--- config.mk ---
export PLATFORM = sky130hd
export DESIGN_NAME = m2_frame_arb
export DESIGN_NICKNAME = d
export VERILOG_FILES = /design/src/rtl/m2_frame_arb_pkg.sv /design/src/rtl/m2_frame_arb_rr_pick2.sv /design/src/rtl/m2_frame_arb.sv
export SDC_FILE = /design/constraint.sdc
export NUM_CORES = 1
export LEC_CHECK = 0
export ABC_CLOCK_PERIOD_IN_PS = 2400
export CAP_MARGIN = 5
export CORE_MARGIN = 5
export CORE_UTILIZATION = 41
export CTS_CLUSTER_SIZE = 30
export DETAILED_ROUTE_END_ITERATION = 16
export PLACE_DENSITY = 0.81
export SLEW_MARGIN = 20
export SYNTH_ARGS = -nofsm -noshare
export SYNTH_HDL_FRONTEND = slang
export SYNTH_HIERARCHICAL = 1
export SYNTH_SLANG_ARGS = --single-unit
--- constraint.sdc ---
create_clock -name clk -period 2.4 [get_ports clk]
set_input_delay 0.6 -clock clk [delete_from_list [all_inputs] [get_ports clk]]
set_output_delay 0.6 -clock clk [all_outputs]
set_load 0.01 [all_outputs]
--- src/rtl/m2_frame_arb_pkg.sv ---
// rtl/m2_frame_arb_pkg.sv - shared types and widths for the M2 frame arbiter
package m2_frame_arb_pkg;

    typedef enum logic {
        IDLE = 1'b0,
        RUN  = 1'b1
    } state_t;

    localparam int NUM_REQ = 2;
    localparam int CNT_W   = 16;

endpackage

--- src/rtl/m2_frame_arb_rr_pick2.sv ---
// rtl/m2_frame_arb_rr_pick2.sv - two-way round-robin picker, one-hot grant
import m2_frame_arb_pkg::*;

module rr_pick2 (
    input  logic [NUM_REQ-1:0] req,
    input  logic               last,
    output logic [NUM_REQ-1:0] gnt
);

    // last=1 means requester 1 was served most recently, so requester 0 goes first
    always_comb begin
        gnt = '0;
        if (last) begin
            if (req[0])      gnt = 2'b01;
            else if (req[1]) gnt = 2'b10;
        end else begin
            if (req[1])      gnt = 2'b10;
            else if (req[0]) gnt = 2'b01;
        end
    end

endmodule

--- src/rtl/m2_frame_arb.sv ---
// rtl/m2_frame_arb.sv - frame-granular round-robin arbiter in front of the count/align stage
import m2_frame_arb_pkg::*;

module m2_frame_arb #(
    parameter int DATA_WIDTH = 32
) (
    input  logic                  clk,
    input  logic                  reset_n,
    input  logic                  s0_axis_tvalid,
    input  logic [DATA_WIDTH-1:0] s0_axis_tdata,
    output logic                  s0_axis_tready,
    input  logic [CNT_W-1:0]      s0_cnt_limit,
    input  logic                  s0_en,
    input  logic                  s1_axis_tvalid,
    input  logic [DATA_WIDTH-1:0] s1_axis_tdata,
    output logic                  s1_axis_tready,
    input  logic [CNT_W-1:0]      s1_cnt_limit,
    input  logic                  s1_en,
    output logic                  m_axis_tvalid,
    output logic [DATA_WIDTH-1:0] m_axis_tdata,
    input  logic                  m_axis_tready,
    output logic                  start_sig,
    output logic [CNT_W-1:0]      cnt_limit,
    input  logic                  af,
    output logic [NUM_REQ-1:0]    grant,
    output logic                  frame_done,
    output logic [CNT_W-1:0]      frames0,
    output logic [CNT_W-1:0]      frames1
);

    state_t               r_state, w_state_nxt;
    logic [NUM_REQ-1:0]   r_grant, w_grant_nxt;
    logic [CNT_W-1:0]     r_cnt_limit, w_cnt_limit_nxt;
    logic [CNT_W-1:0]     r_beat_cnt, w_beat_cnt_nxt;
    logic [CNT_W-1:0]     r_frames0, w_frames0_nxt;
    logic [CNT_W-1:0]     r_frames1, w_frames1_nxt;
    logic                 r_frame_done, w_frame_done_nxt;
    logic                 r_last, w_last_nxt;
    logic [NUM_REQ-1:0]   w_req;
    logic [NUM_REQ-1:0]   w_pick;
    logic                 w_accept;
    logic                 w_last_beat;

    // almost-full only gates new grants; a running frame is never throttled here
    assign w_req = af ? '0 : {s1_en & s1_axis_tvalid, s0_en & s0_axis_tvalid};

    rr_pick2 u_pick (
        .req  (w_req),
        .last (r_last),
        .gnt  (w_pick)
    );

    always_comb begin
        m_axis_tvalid  = 1'b0;
        m_axis_tdata   = s0_axis_tdata;
        s0_axis_tready = 1'b0;
        s1_axis_tready = 1'b0;
        if (r_state == RUN) begin
            if (r_grant[1]) begin
                m_axis_tvalid  = s1_axis_tvalid;
                m_axis_tdata   = s1_axis_tdata;
                s1_axis_tready = m_axis_tready;
            end else begin
                m_axis_tvalid  = s0_axis_tvalid;
                m_axis_tdata   = s0_axis_tdata;
                s0_axis_tready = m_axis_tready;
            end
        end
    end

    assign w_accept    = m_axis_tvalid & m_axis_tready;
    assign w_last_beat = w_accept & (r_beat_cnt == r_cnt_limit);
    assign start_sig   = m_axis_tvalid & (r_beat_cnt == '0);

    always_comb begin
        w_state_nxt      = r_state;
        w_grant_nxt      = r_grant;
        w_cnt_limit_nxt  = r_cnt_limit;
        w_beat_cnt_nxt   = r_beat_cnt;
        w_frames0_nxt    = r_frames0;
        w_frames1_nxt    = r_frames1;
        w_frame_done_nxt = 1'b0;
        w_last_nxt       = r_last;
        if (r_state == IDLE) begin
            if (|w_pick) begin
                w_state_nxt     = RUN;
                w_grant_nxt     = w_pick;
                w_cnt_limit_nxt = w_pick[1] ? s1_cnt_limit : s0_cnt_limit;
                w_beat_cnt_nxt  = '0;
            end
        end else begin
            if (w_accept) w_beat_cnt_nxt = r_beat_cnt + CNT_W'(1);
            if (w_last_beat) begin
                w_state_nxt      = IDLE;
                w_grant_nxt      = '0;
                w_frame_done_nxt = 1'b1;
                w_last_nxt       = r_grant[1];
                if (r_grant[1]) w_frames1_nxt = r_frames1 + CNT_W'(1);
                else            w_frames0_nxt = r_frames0 + CNT_W'(1);
            end
        end
    end

    always_ff @(posedge clk or negedge reset_n) begin
        if (!reset_n) begin
            r_state      <= IDLE;
            r_grant      <= '0;
            r_cnt_limit  <= '0;
            r_beat_cnt   <= '0;
            r_frames0    <= '0;
            r_frames1    <= '0;
            r_frame_done <= 1'b0;
            r_last       <= 1'b1;
        end else begin
            r_state      <= w_state_nxt;
            r_grant      <= w_grant_nxt;
            r_cnt_limit  <= w_cnt_limit_nxt;
            r_beat_cnt   <= w_beat_cnt_nxt;
            r_frames0    <= w_frames0_nxt;
            r_frames1    <= w_frames1_nxt;
            r_frame_done <= w_frame_done_nxt;
            r_last       <= w_last_nxt;
        end
    end

    assign grant      = r_grant;
    assign cnt_limit  = r_cnt_limit;
    assign frame_done = r_frame_done;
    assign frames0    = r_frames0;
    assign frames1    = r_frames1;

endmodule

==> results of run 1 <==
-- stage by stage --
stage	hold slack (ns)	area [um2]
5_1_grt	0.418	6480
2_1_floorplan	0.304	3930
4_1_cts	0.382	6430
3_3_place_gp	0.457	6210
3_5_place_dp	0.459	6210
6_report	0.367	6480
-- cell usage in the layout (no fill, tap or decap), drive strengths merged, types with 3 or more instances in the layout --
cell type	count
nor3	16
dfrtp	68
mux2i	18
ha	4
mux2	34
buf	36
nand4	11
and3	5
inv	5
nor4b	3
nor4	12
clkdlybuf4s50	151
xor2	55
and4	4
clkbuf	11
xnor2	3
nand2	38
nor2	33
o21ai	21
dlygate4sd2	35
nand3	25
-- report_power, final --
group / switching, uW / internal [uW]
Combinational: 1100 / 1370
Clock: 453 / 537
Sequential: 211 / 1370
Total: 1770 / 3280
-- synth_stat cells --
master | instances | share of area (%)
or2_2 | 1 | 0.16
ha_1 | 4 | 1.3
and3_1 | 5 | 0.80
o22a_1 | 1 | 0.22
nor4_1 | 5 | 0.80
inv_1 | 5 | 0.48
o21bai_1 | 1 | 0.19
nor4b_1 | 2 | 0.45
or4_1 | 1 | 0.19
o21ai_0 | 21 | 2.7
buf_2 | 4 | 0.51
nand3_1 | 25 | 3.2
nor4_2 | 6 | 1.9
xor2_1 | 55 | 12
nand2b_1 | 2 | 0.32
buf_4 | 2 | 0.38
mux2i_1 | 18 | 4.6
nor4_4 | 1 | 0.54
a21boi_1 | 1 | 0.19
nor2_2 | 2 | 0.32
mux2_2 | 34 | 9.8
dfrtp_1 | 68 | 43
nand2_1 | 38 | 3.6
nand4_1 | 11 | 1.8
buf_1 | 1 | 0.096
nor3_1 | 16 | 2.0
and4_1 | 4 | 0.89
o2bb2ai_1 | 2 | 0.45
and2_1 | 2 | 0.32
dfstp_2 | 1 | 0.67
clkbuf_1 | 10 | 0.96
nor2_1 | 31 | 3.0
nand4b_1 | 2 | 0.45
a21boi_0 | 1 | 0.19
nor4b_2 | 1 | 0.38
xnor2_1 | 3 | 0.67
-- cell type report --
cell class,instances,share of cell area (%)
repair buffers,224,33.8
multi-input cells,296,33.4
flip-flops and latches,69,26.7
well taps,129,2.49
clock buffers,11,2.34
clock inverters,5,0.908
inverters,5,0.290
diodes,1,0.0386
-- critical path, stage by stage (launching register included) --
cell and delay, ns:
dfrtp_1 0.40, or4_4 0.56, nor4b_4 0.24, and4_1 0.23, buf_2 0.15
-- flip-flops by register name, indices dropped and copies added (netlist names) --
register	cells
r_last	1
frames0	16
r_state	1
frame_done	1
r_beat_cnt	16
grant	2
cnt_limit	16
frames1	16
-- final timing paths --
check / start / to / slack [ns] / cells past startpoint
max: r_beat_cnt[3] / start_sig / -0.11 / 4
min: reset_n / cnt_limit[5] / 0.37 / 1
max reg2reg: r_beat_cnt[3] / frames0[1] / 0.11 / 8
min reg2reg: frames0[15] / frames0[15] / 0.47 / 1
max in group asynchronous: reset_n / grant[1] / 1.39 / 2
min in group clk: frames0[15] / frames0[15] / 0.47 / 1
-- metal layers --
metal	global-route usage [%]	vias to the layer above
met3	5.64	24
met4	9.02	0
met1	27.2	1810
met5	0	-
met2	37.8	169
li1	-	1792
-- cell families (layout without fill, tap and decap cells) --
kind of cell	count (synthesis)	in the layout
simple gates	155	155
other cells	0	1
xor+xnor	58	58
buf+inv	22	245
flops	69	69
compound gates	27	27
fa+ha+maj	4	4
mux	52	52
-- timing repair --
action | 4_1_cts | 5_1_grt
gates resized for setup | 45 | 9
gates cloned | 1 | 0
endpoints found under the setup margin | 36 | 2
pin swaps | 1 | 3
buffers inserted | 1 | 1
==> results.cfg, run 1 <==
[run_status]
status = complete, but fails checks
violations = setup timing

[cts]
root_buffer = clkbuf_8
cts-htree-levels = 3
clock_latency_ns = 0.34
cts.clk_slew.worst_paths_ns = 0.08
cts_tree = yes
cts-buffers-inserted = 9
cts_sinks = 69
cts_buffer_depth = 2
cts_hold_buf = 0

[layout]
final_core_util_pct = 69.8
fill_cells = 699
regArea_um2 = 1730
stdcell_count = 740
multi_input_area_um2 = 2160
drive_gt1_share_pct = 17.5
nNetsFinal = 713
synthToLayoutAreaGrowth_pct = 64.9

[timing]
drv_slew = 0
fin_tns_setup_ns = -0.106
setup_violations = 1
min_period_ns = 2.51
fin_ws_ns = -0.106
maxSlewHeadroom_pct = 41.1
fin_crit_sh_pct = 104
worst_pin_slew_ns = 0.883
skew_ns = 0.0162
final_hold_viol_count = 0
rsz0062_at_grt = true
fmax_mhz = 399

[setup_path]
path_max_fanout = 2
crit_path_end_kind = primary output
cp.required_ns = 1.80
crit_type = reg -> out
crit_arrival_ns = 1.91
startpoint_type = register

[routing]
vias = 3795
dr_wl_met2_mm = 6.60
drt.antenna.violating_nets = 0
wl_met3_um = 959
vias_per_cell = 5.13
drc = 0
drt-initial-drc-count = 202
wl_mm = 13.0
top_layer = met4
dr.pass1.iters = 4
drt-met1-wl_mm = 5.08
wire_per_inst_um = 17.6

[flow_run]
maxCapViolCount = 0

[synth]
synth_mux_area_share_pct = 14.3
synth_area_um2 = 3930
synth_compound_area_share_pct = 3.92
synthCells = 387
avgSynthCellArea_um2 = 10.1
synthXorXnorAreaFrac_pct = 12.9
synth_fa_ha_area_share_pct = 1.27
seq_area_frac_synth_pct = 44.0
synth_seq_cells = 69
synthSimpleGateAreaFrac_pct = 21.1
ys_types = 36
yosys_warnings = 6
synth_top_family_by_area = simple AND/OR/NAND/NOR gates
syn-num-nets = 495

[floorplanning]
pin_count = 191
start_util_pct = 42.3
core_area_um2 = 9280
dieHeight_um = 108
chipWidth_um = 108
dieArea_um2 = 11600
rows = 35

[place]
dpl.cell_count = 720
place_ws_ns = -0.359
io_buffers = 190
gp_congestion = 0.897
place_hpwl_mm = 10.1

[power]
p_leak_uw = 0.00295
power_density_nw_per_um2 = 779
peakVddDrop_mv = 0.450
total_power_uw = 5040

[grt]
antenna_found_initial = 1
grt_max_degree = 36
grt_overflow = 0
grt_pass1_vias = 4040
grt_pass1_wl_mm = 20.4
grtUsageTotal_pct = 22.4

[hold_path]
min_path_type = in -> async
Note: power is estimated with default switching activity, not from simulation.
==> run 2: changes to the inputs <==
Settings changed: CORE_MARGIN 5 to 4.
==> results.cfg, run 2 (synthesis gave the netlist of run 1 again) <==
[run_status]
status = complete, but fails checks
violations = setup timing

[routing]
drc = 0
vias_per_cell = 5.08
dr_wl_met2_mm = 7.00
vias = 3760
wire_per_inst_um = 17.8
wl_met3_um = 936
top_layer = met4
drt-met1-wl_mm = 4.99
drt-initial-drc-count = 122
dr.pass1.iters = 4
drt.antenna.violating_nets = 0
wl_mm = 13.2

[layout]
nNetsFinal = 715
synthToLayoutAreaGrowth_pct = 63.2
multi_input_area_um2 = 2140
final_cell_mix = clkdlybuf4s50_1 (151), dfrtp_1 (68), xor2_1 (55), nand2_1 (37), dlygate4sd2_1 (37)
regArea_um2 = 1730
final_core_util_pct = 69.0
fill_cells = 718
drive_gt1_share_pct = 16.9
final_area_um2 = 6410
final_common_cell = clkdlybuf4s50_1

[power]
p_leak_uw = 0.00293
power_density_nw_per_um2 = 768
peakVddDrop_mv = 0.468

[floorplanning]
rows = 35
dieHeight_um = 106
core_area_um2 = 9280
start_util_pct = 42.3
dieArea_um2 = 11200
pin_count = 191
chipWidth_um = 106

[grt]
antenna_found_initial = 1
grt_max_degree = 33
grt_overflow = 0
grtUsageTotal_pct = 23.8
grt_pass1_wl_mm = 20.9
grt_pass1_vias = 3970

[cts]
cts-buffers-inserted = 9
cts.clk_slew.worst_paths_ns = 0.07
cts-htree-levels = 3
cts_buffer_depth = 2
cts_sinks = 69
cts_tree = yes
clock_latency_ns = 0.33
root_buffer = clkbuf_8

[timing]
fin_crit_sh_pct = 103
fmax_mhz = 403
setup_violations = 1
final_hold_viol_count = 0
holdWs_ns = 0.290
rsz0062_at_grt = true
fin_ws_ns = -0.0822
min_period_ns = 2.48
skew_ns = 0.0112
drv_slew = 0
worst_pin_slew_ns = 0.664
maxSlewHeadroom_pct = 55.7

[place]
placed_area_um2 = 6190
io_buffers = 190
place_hpwl_mm = 10.5
place_ws_ns = -0.379
gp_congestion = 0.930

[setup_path]
worstPathCellList = or4_4 > nor4b_4 > and4_1 > buf_2
path_max_fanout = 2
cp_slowest_stage_delay_ns = 0.56
crit_arrival_ns = 1.88
cp.required_ns = 1.80
cpMaxStageDelayCell = or4_4
startpoint_type = register
crit_type = reg -> out
reg2reg_slack_ns = 0.13
crit_path_end_kind = primary output
r2r_end = frames1[1]
rr_startpoint = r_beat_cnt[3]
rr_worst_depth = 8

[hold_path]
min_path_type = in -> async

[flow_run]
maxCapViolCount = 0
-- run 2: cell count changes in the layout (fill, tap and decap cells not counted), moves of 2 or more --
| cell | delta |
|---|---|
| clkbuf_1 | +2 |
| dlygate4sd2_1 | +2 |
| clkinvlp_4 | -2 |
| buf_4 | +5 |
| buf_12 | -2 |
-- run 2: worst max-delay path by stage --
stage / from / end
floorplan: s0_en / r_beat_cnt[13]
global placement: s1_axis_tvalid / start_sig
detailed placement: s1_axis_tvalid / start_sig
CTS: r_beat_cnt[4] / start_sig
global route: r_beat_cnt[3] / start_sig
finish: r_beat_cnt[3] / start_sig
-- run 2: metal layers --
layer,GRT usage (%),vias up
met1,27.9,1780
met2,42.5,161
met4,8.79,0
met5,0,-
met3,5.39,21
li1,-,1798
-- run 2: timing repair --
action | in CTS | in global routing
hold buffers | 0 | 0
gates cloned | 1 | 0
setup buffers | 2 | 2
pin swaps | 2 | 3
endpoints found under the setup margin | 36 | 1
gates resized for setup | 46 | 3
-- run 2: cell type report --
class / count / share of cell area (%)
multi-input cells: 296 / 33.5
diodes: 1 / 0.0390
clock inverters: 2 / 0.547
inverters: 5 / 0.293
flip-flops and latches: 69 / 27.0
clock buffers: 12 / 2.26
well taps: 129 / 2.52
repair buffers: 226 / 33.9
-- run 2: critical path: cells and delay by family, from the launching register on --
family / cells / cell delay [ns]
buffers and inverters: 1 / 0.14
flip-flops: 1 / 0.39
AND/OR/NAND/NOR: 3 / 1.03
-- run 2: metrics by stage --
step / instances / total power (uW) / TNS [ns]
3_3_place_gp: 720 / 3970 / -0.806
4_1_cts: 737 / 4900 / -0.152
2_1_floorplan: 387 / 2660 / 0
3_5_place_dp: 720 / 4020 / -1.17
6_report: 740 / 4920 / -0.0822
5_1_grt: 740 / 5190 / -0.115
-- run 2: power by group --
| part | total [uW] | internal, uW | switching, uW |
|---|---|---|---|
| clock | 904 | 497 | 407 |
| sequential | 1580 | 1370 | 208 |
| combinational | 2430 | 1340 | 1090 |
| total | 4920 | 3210 | 1710 |
==> run 3: changes to the inputs <==
==> constraint.sdc (replaced) <==
create_clock -name clk -period 2.4 [get_ports clk]
set_input_delay 0.6 -clock clk [delete_from_list [all_inputs] [get_ports clk]]
set_output_delay 0.6 -clock clk [all_outputs]
set_load 0.05 [all_outputs]
==> results.cfg, run 3 (synthesis gave the netlist of run 1 again) <==
[cts]
cts_sinks = 69
root_buffer = clkbuf_8
cts.clk_slew.worst_paths_ns = 0.08
cts-htree-levels = 3
cts_buffer_depth = 2
cts-buffers-inserted = 9
clock_latency_ns = 0.35
cts_tree = yes

[layout]
stdcell_count = 735
fill_cells = 656
final_area_um2 = 6830
final_cell_mix = clkdlybuf4s50_1 (151), dfrtp_1 (67), xor2_1 (55), buf_12 (39), nand2_1 (37)
synthToLayoutAreaGrowth_pct = 73.9
final_core_util_pct = 73.5
drive_gt1_share_pct = 23.1
final_common_cell = clkdlybuf4s50_1
nNetsFinal = 709
diodes = 0

[grt]
grtUsageTotal_pct = 24.7
grt_pass1_vias = 3994
grt_pass1_wl_mm = 21.6
grt_overflow = 0
grt_max_degree = 38
antenna_found_initial = 0

[timing]
fmax_mhz = 388
fin_crit_sh_pct = 107
fin_ws_ns = -0.179
min_period_ns = 2.58
drv_slew = 0
rsz0062_at_grt = true
worst_pin_slew_ns = 0.624
setup_violations = 1
skew_ns = 0.0141
holdWs_ns = 0.254
final_hold_viol_count = 0
maxSlewHeadroom_pct = 58.4

[place]
gp_congestion = 0.914
place_hpwl_mm = 11.2
io_buffers = 190
placed_area_um2 = 6490
dpl.cell_count = 714

[hold_path]
min_path_type = in -> async

[run_status]
violations = setup timing
status = complete, but fails checks

[floorplanning]
start_util_pct = 42.3
rows = 35
pin_count = 191
chipWidth_um = 106
core_area_um2 = 9280
dieArea_um2 = 11200
dieHeight_um = 106

[routing]
drt-initial-drc-count = 204
drt-met1-wl_mm = 5.06
vias = 3876
top_layer = met4
wl_met3_mm = 1.14
vias_per_cell = 5.27
drc = 0
wl_mm = 14.1
drt.antenna.violating_nets = 0
dr_wl_met2_mm = 7.62
wire_per_inst_um = 19.2
dr.pass1.iters = 5

[flow_run]
maxCapViolCount = 0

[setup_path]
crit_path_end_kind = primary output
crit_start = r_beat_cnt[2]
path_max_fanout = 2
crit_arrival_ns = 1.98
startpoint_type = register
crit_type = reg -> out
cp.required_ns = 1.80
rr_startpoint = r_beat_cnt[4]

[power]
peakVddDrop_mv = 0.782
p_leak_uw = 0.00307
power_density_nw_per_um2 = 1010
-- run 3: cell types whose count changed in the layout (fill, tap and decap cells not counted), sizes merged --
cell	delta
buf	+30
bufinv	+1
clkbuf	-1
clkinv	+2
clkinvlp	+1
diode	-1
dlygate4sd2	-37
-- run 3: final timing paths --
check	end	slack (ns)	depth (start not counted)
min reg2reg	frames0[15]	0.47	1
max in group asynchronous	r_last	1.41	2
min	cnt_limit[5]	0.25	1
max	start_sig	-0.18	4
max reg2reg	frames1[1]	0.12	8
min in group clk	frames0[15]	0.47	1
-- run 3: power by group --
group,leakage [uW],switching [uW],internal [uW]
logic,0.00205,2310,1880
registers,0.000909,241,1370
clock network,0.000112,457,611
total,0.00307,3010,3870
-- run 3: worst max-delay path, cell delays in order, from the launching register on --
cell	delay (ns)
dfrtp_1	0.40
or4_4	0.58
nor4b_4	0.25
and4_4	0.26
buf_8	0.14
-- run 3: per-layer routing --
layer,track usage [%],vias up
met4,7.86,0
met3,7.47,17
met2,44.6,179
met1,27.9,1899
met5,0,-
li1,-,1781
-- run 3: cell type report --
| class | instances | area (um2) | share of cell area (%) |
|---|---|---|---|
| Clock inverter | 6 | 86.3 | 1.26 |
| Multi-Input combinational cell | 296 | 2150 | 31.6 |
| Inverter | 5 | 18.8 | 0.275 |
| Clock buffer | 10 | 138 | 2.02 |
| Tap cell | 129 | 161 | 2.36 |
| Sequential cell | 69 | 1730 | 25.3 |
| Timing Repair Buffer | 220 | 2540 | 37.2 |
-- run 3: stage by stage --
step / setup TNS, ns / setup WS, ns / power [uW]
after detailed placement: -0.483 / -0.0552 / 5620
after CTS: -0.170 / -0.170 / 6760
final: -0.179 / -0.179 / 6880
after global placement: -0.0152 / -0.00828 / 5540
after floorplan: 0 / 0.0710 / 3770
after global routing: -0.239 / -0.239 / 7130
-- run 3: repair_timing --
| action | in CTS | in global routing |
|---|---|---|
| resized for setup | 7 | 3 |
| buffers inserted | 1 | 3 |
| gates cloned | 0 | 1 |
| setup endpoints to repair | 2 | 34 |
| hold buffers | 0 | 0 |
| pin swaps | 3 | 3 |
